`src/rtl/service_4_alarm_sequencer.sv`:
```
// Service 4 alarm sequencer: arms on SPDT4, rings at the alarm time, runs the
// LED-matching mini-game and schedules snoozes until the player wins.
module service_4_alarm_sequencer #(
   parameter int          ROUND_CYCLES = 10,
   parameter int          WIN_ROUNDS   = 3,
   parameter int          SNOOZE_STEP  = 5,
   parameter int          MAX_SNOOZE   = 3,
   parameter logic [9:0]  LFSR_SEED    = 10'h2A5
) (
   input  logic        clk,
   input  logic        resetn,
   input  logic        SPDT4,
   input  logic [15:0] current,
   input  logic [15:0] alarm,
   input  logic        push_m,
   input  logic [9:0]  SPDTs,
   output logic [2:0]  alarm_state,
   output logic        mini_game,
   output logic        ringing,
   output logic [9:0]  random_led,
   output logic [15:0] count_state,
   output logic [1:0]  snooze_cnt,
   output logic        dismissed
);

   localparam int            TW   = $clog2(ROUND_CYCLES);
   localparam logic [TW-1:0] TMAX = TW'(ROUND_CYCLES - 1);

   typedef enum logic [2:0] {
      IDLE   = 3'b000,
      ARMED  = 3'b001,
      RING   = 3'b010,
      SNOOZE = 3'b011,
      GAME   = 3'b100,
      DONE   = 3'b101
   } state_e;

   state_e        state_q, state_d;
   logic [15:0]   target_q, target_d;
   logic [9:0]    lfsr_q, lfsr_d;
   logic [TW-1:0] timer_q, timer_d;
   logic          wait_q, wait_d;
   logic          push_q, push_d;
   logic [15:0]   count_q, count_d;
   logic [1:0]    snooze_q, snooze_d;
   logic [9:0]    rled_q, rled_d;
   logic          dis_q, dis_d;
   logic          new_round;
   logic          push_edge;

   function automatic logic [9:0] pick_led(input logic [9:0] l);
      pick_led = 10'd1 << (l % 10'd10);
   endfunction

   assign push_edge = push_m & ~push_q;

   always_comb begin
      state_d   = state_q;
      target_d  = target_q;
      lfsr_d    = {lfsr_q[8:0], lfsr_q[9] ^ lfsr_q[6]};
      timer_d   = timer_q;
      wait_d    = wait_q;
      push_d    = push_m;
      count_d   = count_q;
      snooze_d  = snooze_q;
      rled_d    = rled_q;
      dis_d     = 1'b0;
      new_round = 1'b0;

      if (!SPDT4) begin
         state_d  = IDLE;
         snooze_d = 2'd0;
         count_d  = 16'd0;
         rled_d   = 10'd0;
         wait_d   = 1'b0;
      end else begin
         case (state_q)
            IDLE: begin
               state_d  = ARMED;
               target_d = alarm;
            end
            ARMED: begin
               target_d = alarm;
               if (current == target_q) state_d = RING;
            end
            RING: begin
               if (push_edge) begin
                  state_d   = GAME;
                  count_d   = 16'd0;
                  new_round = 1'b1;
               end
            end
            GAME: begin
               if (wait_q) begin
                  // Switches must all drop before the next round is dealt.
                  if (SPDTs == 10'd0) new_round = 1'b1;
               end else if (SPDTs == rled_q) begin
                  count_d = count_q + 16'd1;
                  if (count_q + 16'd1 == 16'(WIN_ROUNDS)) begin
                     state_d = DONE;
                     dis_d   = 1'b1;
                     rled_d  = 10'd0;
                  end else begin
                     wait_d = 1'b1;
                  end
               end else if (timer_q == '0) begin
                  count_d = 16'd0;
                  if (snooze_q < 2'(MAX_SNOOZE)) begin
                     state_d  = SNOOZE;
                     snooze_d = snooze_q + 2'd1;
                     target_d = current + 16'(SNOOZE_STEP);
                     rled_d   = 10'd0;
                  end else begin
                     new_round = 1'b1;
                  end
               end else begin
                  timer_d = timer_q - 1'b1;
               end
            end
            SNOOZE: begin
               if (current == target_q) state_d = RING;
            end
            DONE: begin
               snooze_d = 2'd0;
               // Wait for the minute to move on so the same time can't re-trigger.
               if (current != alarm) begin
                  state_d  = ARMED;
                  target_d = alarm;
               end
            end
            default: state_d = IDLE;
         endcase
      end

      if (new_round) begin
         rled_d  = pick_led(lfsr_q);
         timer_d = TMAX;
         wait_d  = 1'b0;
      end
   end

   always_ff @(posedge clk or posedge resetn) begin
      if (resetn) begin
         state_q  <= IDLE;
         target_q <= 16'd0;
         lfsr_q   <= LFSR_SEED;
         timer_q  <= '0;
         wait_q   <= 1'b0;
         push_q   <= 1'b0;
         count_q  <= 16'd0;
         snooze_q <= 2'd0;
         rled_q   <= 10'd0;
         dis_q    <= 1'b0;
      end else begin
         state_q  <= state_d;
         target_q <= target_d;
         lfsr_q   <= lfsr_d;
         timer_q  <= timer_d;
         wait_q   <= wait_d;
         push_q   <= push_d;
         count_q  <= count_d;
         snooze_q <= snooze_d;
         rled_q   <= rled_d;
         dis_q    <= dis_d;
      end
   end

   assign alarm_state = state_q;
   assign mini_game   = (state_q == GAME);
   assign ringing     = (state_q == RING);
   assign random_led  = rled_q;
   assign count_state = count_q;
   assign snooze_cnt  = snooze_q;
   assign dismissed   = dis_q;

endmodule
```
`config.mk`:
```
export PLATFORM = sky130hd
export DESIGN_NAME = service_4_alarm_sequencer
export DESIGN_NICKNAME = d
export VERILOG_FILES = /design/src/rtl/service_4_alarm_sequencer.sv
export SDC_FILE = /design/constraint.sdc
export NUM_CORES = 1
export LEC_CHECK = 0
export ABC_AREA = 1
export BUFFER_PORTS_ARGS = -buffer_cell sky130_fd_sc_hd__buf_2
export CAP_MARGIN = 20
export CORE_MARGIN = 5
export CORE_UTILIZATION = 50
export DETAILED_ROUTE_END_ITERATION = 10
export PLACE_DENSITY = 0.73
export SLEW_MARGIN = 20
export SYNTH_ARGS = -nofsm -noshare
export SYNTH_HDL_FRONTEND = slang
export SYNTH_SLANG_ARGS = --single-unit
```
`constraint.sdc`:
```
create_clock -name clk -period 6.5 [get_ports clk]
set_clock_uncertainty 0.05 [all_clocks]
set_input_delay 1.3 -clock clk [delete_from_list [all_inputs] [get_ports clk]]
set_output_delay 1.3 -clock clk [all_outputs]
set_load 0.01 [all_outputs]
```
==> results of run 1 <==
synthesized netlist by cell type (2+ instances only):
cell	count	share of area, %
a21oi_1	18	2.0
a31oi_1	6	0.82
clkbuf_1	8	0.66
clkinv_1	3	0.25
dfrtp_1	59	32
dfstp_2	5	2.9
ha_1	5	1.4
inv_1	107	8.8
inv_2	10	0.82
nand2_1	125	10
nand2_2	16	2.2
nand2_4	10	2.5
nand3_1	41	4.5
nand3_2	10	2.2
nand4_1	16	2.2
nor2_1	63	5.2
nor2_2	3	0.41
nor3_1	11	1.2
nor4_1	10	1.4
o211ai_1	3	0.49
o21ai_0	32	3.5
o21ai_1	4	0.44
o21ai_2	3	0.58
o22ai_1	16	2.2
o31ai_1	4	0.66
o41ai_1	2	0.38
or2_2	7	0.96
xnor2_1	10	1.9
xor2_1	23	4.4
cells by family (layout without fill, tap and decap cells):
kind of cell | count (synthesis) | in the layout | share of synthesized area, %
compound gates | 95 | 95 | 12.31
xor+xnor | 33 | 33 | 6.348
fa+ha+maj | 5 | 5 | 1.374
buf+inv | 129 | 218 | 10.66
flops | 64 | 64 | 35.31
simple gates | 316 | 316 | 33.99
per-stage QoR:
stage / hold WS (ns) / instances
global route: 0.3918 / 839
finish: 0.3783 / 839
CTS: 0.3801 / 839
detailed placement: 0.3678 / 824
global placement: 0.3637 / 824
floorplan: 0.3534 / 642
power breakdown:
part	leakage, nW	switching, mW	internal [mW]
Combinational	1.78	0.201	0.123
Clock	0.0967	0.155	0.215
Sequential	0.831	0.0485	0.466
Total	2.71	0.404	0.804
cells in the final DEF, fill, tap and decap left out, drive strengths merged, types with 2 or more instances in the layout:
master | synthesis | routed
inv | 117 | 117
clkbuf | 8 | 12
nor2 | 66 | 66
dfstp | 5 | 5
xnor2 | 10 | 10
bufinv | 0 | 2
a31oi | 6 | 6
or2 | 7 | 7
o21ai | 39 | 39
a21oi | 19 | 19
clkinv | 4 | 4
o41ai | 2 | 2
nand4 | 17 | 17
buf | 0 | 82
dfrtp | 59 | 59
xor2 | 23 | 23
ha | 5 | 5
nand2 | 151 | 151
nand3 | 51 | 51
nor4 | 10 | 10
o22ai | 16 | 16
o211ai | 3 | 3
o31ai | 4 | 4
nor3 | 11 | 11
critical path, delay by kind of cell:
kind / cells / cell delay (ns)
AO/OA/AOI/OAI: 5 / 0.63
XOR/XNOR: 1 / 0.13
AND/OR/NAND/NOR: 7 / 1.51
buffers and inverters: 3 / 0.71
registers in the layout, summed over array words and instances (netlist names):
name         count
alarm_state      3
count_state     16
wait_q           1
push_q           1
target_q        16
dismissed        1
snooze_cnt       2
lfsr_q          10
timer_q          4
random_led      10
metal layers:
metal | track usage [%] | up-vias | part of all wire [%] | wire length (µm)
li1 | - | 2246 | - | -
met1 | 26.53 | 2052 | 44 | 5003
met2 | 35.75 | 112 | 49 | 5624
met3 | 3.423 | 14 | 4.9 | 558
met4 | 6.842 | 0 | 1.5 | 175
met5 | 0 | - | 0 | 0
worst paths after layout:
kind	startpoint	to	slack, ns
max in group asynchronous	resetn	target_q[15]	4.71
worst min-delay path	lfsr_q[5]	lfsr_q[6]	0.38
min in group asynchronous	resetn	lfsr_q[6]	1.13
worst max-delay path	SPDTs[9]	count_state[0]	2.34
worst min register to register	lfsr_q[5]	lfsr_q[6]	0.38
worst max register to register	random_led[9]	count_state[0]	2.97
area by class of cell:
cell class / instances / area [µm²] / area share (%)
clock buffer: 12 / 135.1 / 2.560
clock inverter: 3 / 67.56 / 1.280
inverter: 121 / 455.4 / 8.628
multi-input combinational: 449 / 2460 / 46.60
sequential: 64 / 1608 / 30.46
tap: 108 / 135.1 / 2.560
timing repair buffer: 82 / 417.9 / 7.917
==> results.cfg, run 1 <==
[outcome]
status = complete, no violations

[critical_path]
worst_ep_arrival_time_ns = 4.30
cpMostUsedCell = nand2_1
crit_type = primary input to flip-flop
max_stage_delay_ns = 0.57
required_ns = 6.64
slowest_stage = nand2_1
startpoint_type = primary input
crit_fanout = 17
ff2ff_path_depth = 15
path_cells = buf_2, xor2_1, nor2_1, o2111ai_1, nor4_1, nand2_1, inv_1, nor2_1, a21oi_1, o31ai_1, nand2_1, nand3_1, o21ai_0, clkinv_1, nand2_1, o21ai_0
end_kind = flip-flop

[worst_hold_path]
whs_path_depth = 0
min_path_type = flip-flop to flip-flop

[floorplanning]
initial_core_util_pct = 51.71
die_w_um = 105.4
rows = 34
top_level_ports = 80
coreArea_um2 = 8806
dieArea_um2 = 11110
fp.dieH_um = 105.4

[cts]
cts_resized = 0
cts_sinks = 64
cts_setup_buffers = 0
path_clk_slew_ns = 0.08
cts_buffers = 9
cts_hold_buf = 0
clk_latency_ns = 0.34
cts_tree = built
cts_max_level = 3
clockBufferDepth = 2
cts-root-buf = clkbuf_8

[placement]
gp_congestion = 0.9277
pre_cts_ws_ns = 2.031
portBuffers = 79
place_area_um2 = 5076
dp_hpwl_um = 8823

[drt]
drc_errors = 0
vias_per_cell = 5.273
drtAntennaViolNets = 0
first_pass_iters = 5
drt_wl_total_um = 11360
drtIter0Drc = 179
vias = 4424
wire_per_inst_um = 13.54

[layout]
diodes = 0
finish.utilization_pct = 59.95
drive_above_1_share_pct = 22.16
fill_cells = 805
nets = 778
post-route-cell-area_um2 = 5279
area_growth_pct = 15.94

[power]
finalPower_mw = 1.208
p_leak_nw = 2.707
vdd_drop_max_v = 0.0001299
p_per_area_nw_per_um2 = 228.8

[sta]
fin_crit_ns = 4.163
worst_pin_slew_ns = 0.8164
finalHoldViolCount = 0
fin_ws_ns = 2.337
slew_violations = 0
post-route-period-util_pct = 64.04
setup_viol = 0
relSlewSlack_pct = 45.57
fmax_ghz = 0.2402
tns_ns = 0
rsz0062_at_grt = false

[job]
maxCapViolations = 0

[logic_synthesis]
synthArstFlopShare_pct = 100.0
ys.flop_type = dfrtp_1
synth_area_um2 = 4553
ys_seq_elements = 64
syn_nets = 693
synth_edf_count = 0
yosysUniqueCellTypes = 41
avgSynthCellArea_um2 = 7.092
yosysSeqAreaShare_pct = 35.31
synthCells = 642
ys_warn_count = 0

[grt]
antenna_found_initial = 0
grt_pass1_wl_um = 19340
track_usage_pct = 20.76
first_global_vias = 4340
grt_max_degree = 65
grt_remaining_overflow = 0
Note: power is estimated with default switching activity, not from simulation.
==> run 2, diff against run 1 <==
- PLACE_DENSITY: 0.73 -> 0.75
- clock period: 6.5 -> 3.6 ns (I/O delays scaled with it)
==> run 2 against run 1 <==
Wire length shrank 1.6%. First-iteration DRC count grew 12%. Combinational power grew 85%. Sequential share of layout area shrank 0.26 points. Critical path depth grew 10. Clock power grew 90%. Worst setup slack lost 1.9 ns. Die area is the same. Clock-buffer cell count shrank 3. Total power grew 84%. Largest power group unchanged. Worst hold slack lost 0.089 ns. Global-route usage shrank 0.79 points.
==> results.cfg, run 2 (synthesis gave the netlist of run 1 again) <==
[sta]
worst_pin_slew_ns = 0.5858
fin_crit_ns = 3.195
relSlewSlack_pct = 60.80
slew_violations = 0
fmax_ghz = 0.3130
setup_viol = 0
post-route-period-util_pct = 88.75
rsz0062_at_grt = false
fin_ws_ns = 0.4051
finalHoldViolCount = 0
tns_ns = 0

[critical_path]
end_kind = flip-flop
startpoint_type = flip-flop
crit_type = flip-flop to flip-flop
required_ns = 3.83
worst_ep_arrival_time_ns = 3.43
crit_fanout = 6

[drt]
drt_wl_total_um = 11190
first_pass_iters = 5
drc_errors = 0
wire_per_inst_um = 13.27
vias_per_cell = 5.254
drtIter0Drc = 200
vias = 4429
drtAntennaViolNets = 0

[floorplanning]
initial_core_util_pct = 51.71
top_level_ports = 80
dieArea_um2 = 11110
fp.dieH_um = 105.4
rows = 34
coreArea_um2 = 8806
die_w_um = 105.4

[job]
maxCapViolations = 0

[cts]
cts_setup_buffers = 0
cts_resized = 0
cts_buffers = 9
cts-root-buf = clkbuf_8
clockBufferDepth = 2
cts_sinks = 64
cts_tree = built
cts_max_level = 3
path_clk_slew_ns = 0.09
clk_latency_ns = 0.35
cts_hold_buf = 0

[power]
p_leak_nw = 2.736
vdd_drop_max_v = 0.0002124
p_per_area_nw_per_um2 = 418.4
finalPower_mw = 2.228

[layout]
multi_input_area_um2 = 2460
layout_commonest_cell = nand2_1
seqCellArea_um2 = 1608
drive_above_1_share_pct = 22.99
mostFrequentLayoutCells = 125 x nand2_1, 106 x inv_1, 79 x buf_2
fill_cells = 803
area_growth_pct = 16.96
diodes = 0
finish.utilization_pct = 60.47
nets = 781

[placement]
portBuffers = 79
gp_congestion = 0.8802
pre_cts_ws_ns = 0.1925
dp_hpwl_um = 8923

[grt]
track_usage_pct = 19.97
grt_remaining_overflow = 0
first_global_vias = 4242
grt_max_degree = 26
grt_pass1_wl_um = 18640
antenna_found_initial = 0

[worst_hold_path]
min_path_type = primary input to asynchronous set/reset pin

[outcome]
status = complete, no violations
-- run 2: cell count changes in the layout (fill, tap and decap cells not counted) --
cell      before  now
inv_6          0    2
buf_4          3    6
clkbuf_1       3    0
clkinv_4       0    2
-- run 2: layout make-up --
class,count,area share (%)
tap,108,2.538
sequential,64,30.19
inverter,121,8.553
timing repair buffer,85,8.271
clock buffer,9,2.326
multi-input combinational,449,46.19
clock inverter,7,1.927
-- run 2: worst paths after layout --
path	from	endpoint	slack, ns	cells past startpoint
min	resetn	count_state[2]	0.29	2
min in group clk	lfsr_q[2]	lfsr_q[3]	0.38	0
min reg2reg	lfsr_q[2]	lfsr_q[3]	0.38	0
max	lfsr_q[9]	random_led[0]	0.41	26
max reg2reg	lfsr_q[9]	random_led[0]	0.41	26
max in group asynchronous	resetn	target_q[6]	2.54	3
-- run 2: layer usage --
metal / routed length [µm] / vias to the layer above / track usage (%)
met3: 449 / 15 / 3.056
met4: 144 / 0 / 5.530
met1: 4952 / 2071 / 25.15
met2: 5638 / 86 / 35.52
li1: - / 2257 / -
met5: 0 / - / 0
-- run 2: stage by stage --
| stage | std cells | instance area (µm²) | hold WS, ns |
|---|---|---|---|
| floorplan | 642 | 4553 | 0.3534 |
| global placement | 827 | 5099 | 0.3637 |
| detailed placement | 827 | 5099 | 0.3630 |
| CTS | 843 | 5325 | 0.3025 |
| global route | 843 | 5325 | 0.3199 |
| finish | 843 | 5325 | 0.2896 |
-- run 2: critical path, cell delays in order, from the launching register on --
cell and delay [ns]:
dfstp_2 0.59, inv_2 0.06, nand2_2 0.11, nand4_4 0.13, nand2_2 0.10, nand2_1 0.05
nand2_1 0.06, inv_2 0.06, o21ai_2 0.17, nand2_4 0.09, nand2_2 0.08, nand2_2 0.07
nand3_2 0.10, nand3_2 0.10, nand2_4 0.10, nand2_4 0.05, a21oi_2 0.18, nand2_2 0.10
nand2_4 0.08, nand3_2 0.09, nand2_4 0.10, nand2_4 0.06, nand2_2 0.07, nand2_1 0.07
a21oi_1 0.21, nand3_1 0.12, nand2_1 0.07
-- run 2: power by group --
part | leakage, nW | internal [mW] | switching, mW
combinational | 1.79 | 0.229 | 0.369
clock | 0.110 | 0.397 | 0.305
sequential | 0.831 | 0.841 | 0.0870
total | 2.74 | 1.47 | 0.761
==> run 3, diff against run 2 <==
- CORE_ASPECT_RATIO: default -> 1.2
==> run 3 against run 2 <==
Cell count rose by 1.3%. Maximum frequency decreased by 0.49%. Worst hold slack better by 0.064 ns. Clock power is 12% lower. Die area barely moved. Register-to-register slack worse by 0.02 ns. Clock-buffer cell count unchanged. Worst setup slack worse by 0.016 ns. Via count grew 2.3%. Critical endpoint is now random_led[4].
==> results.cfg, run 3 (synthesis gave the netlist of run 1 again) <==
[outcome]
status = complete, no violations

[cts]
cts_tree = built
cts_setup_buffers = 0
cts_sinks = 64
path_clk_slew_ns = 0.08
clockBufferDepth = 2
cts_max_level = 3
cts_resized = 0
cts_hold_buf = 0
cts_buffers = 9
cts-root-buf = clkbuf_8
clk_latency_ns = 0.35

[sta]
relSlewSlack_pct = 57.14
finalHoldViolCount = 0
tns_ns = 0
post-route-period-util_pct = 89.19
worst_pin_slew_ns = 0.6405
fmax_ghz = 0.3115
rsz0062_at_grt = false
fin_crit_ns = 3.211
slew_violations = 0
fin_hold_ws_ns = 0.3538
setup_viol = 0

[critical_path]
required_ns = 3.79
max_stage_delay_ns = 0.59
end_kind = flip-flop
startpoint_type = flip-flop
slowest_stage = dfstp_2
ff2ff_path_depth = 29
crit_type = flip-flop to flip-flop
cpMostUsedCell = nand2_2
worst_ep_arrival_time_ns = 3.40
rrSetupSlack_ns = 0.39
crit_fanout = 6

[layout]
layout_commonest_cell = nand2_1
drive_above_1_share_pct = 22.89
post-route-cell-area_um2 = 5303
seqCellArea_um2 = 1608
diodes = 0
layout.cells.non_filler = 854
fill_cells = 846
nets = 780
mostFrequentLayoutCells = 125 x nand2_1, 106 x inv_1, 79 x buf_2
area_growth_pct = 16.46
multi_input_area_um2 = 2460

[drt]
drtIter0Drc = 218
vias_per_cell = 5.306
drc_errors = 0
drtAntennaViolNets = 0
first_pass_iters = 5
drt_wl_total_um = 11470
vias = 4531
wire_per_inst_um = 13.43

[placement]
portBuffers = 79
place_inst = 838
dp_hpwl_um = 9028
place_area_um2 = 5106
gp_congestion = 0.9040

[power]
p_per_area_nw_per_um2 = 403.9
vdd_drop_max_v = 0.0001859
p_leak_nw = 2.716

[grt]
grt_max_degree = 25
first_global_vias = 4444
track_usage_pct = 21.29
grt_remaining_overflow = 0
grtUsageMet3_pct = 3.473
grt.met1_usage_pct = 25.33
grt_pass1_wl_um = 19640
grt_use_met2_pct = 37.20
antenna_found_initial = 0
top_usage_layer = met2

[floorplanning]
rows = 38
die_w_um = 97.11
top_level_ports = 80
coreArea_um2 = 8986
initial_core_util_pct = 50.67
dieArea_um2 = 11120
fp.dieH_um = 114.5

[worst_hold_path]
min_path_type = primary input to asynchronous set/reset pin

[job]
maxCapViolations = 0
-- run 3: worst max-delay path, delay by kind of cell (launching register included) --
kind	cells	cell delay [ns]
AND/OR/NAND/NOR	24	2.13
buffers and inverters	4	0.24
flip-flops	1	0.59
AO/OA/AOI/OAI	1	0.07
-- run 3: where the power goes --
| group | internal [mW] | leakage, nW | switching (mW) |
|---|---|---|---|
| Clock | 0.319 | 0.0952 | 0.300 |
| Combinational | 0.225 | 1.79 | 0.366 |
| Sequential | 0.841 | 0.831 | 0.0906 |
| Total | 1.39 | 2.72 | 0.757 |
-- run 3: path summary, 6_finish.rpt --
kind                            startpoint       endpoint
worst max-delay path             lfsr_q[9]  random_led[4]
worst min-delay path                resetn  random_led[9]
worst max register to register   lfsr_q[9]  random_led[4]
worst min register to register   lfsr_q[5]      lfsr_q[6]
max in group asynchronous           resetn  snooze_cnt[0]
min in group clk                 lfsr_q[5]      lfsr_q[6]
-- run 3: layer usage --
layer / share of wire [%] / routed length, µm
met5: 0 / 0
met4: 3.2 / 362
met3: 3.9 / 452
met2: 51 / 5873
met1: 42 / 4780
-- run 3: through the flow --
step	setup WS, ns	util [%]	power, mW
after floorplan	0.6700	-	1.335
after global placement	0.4520	56.82	1.508
after detailed placement	0.2848	56.82	1.533
after CTS	0.3982	59.01	2.159
after global routing	0.06660	59.01	2.292
final	0.3893	59.01	2.142
-- run 3: area by class of cell --
type	instances	share of cell area, %
flip-flops and latches	64	30.32
clock buffers	9	2.336
multi-input cells	449	46.39
repair buffers	84	8.164
inverters	121	8.589
clock inverters	7	1.369
well taps	120	2.832
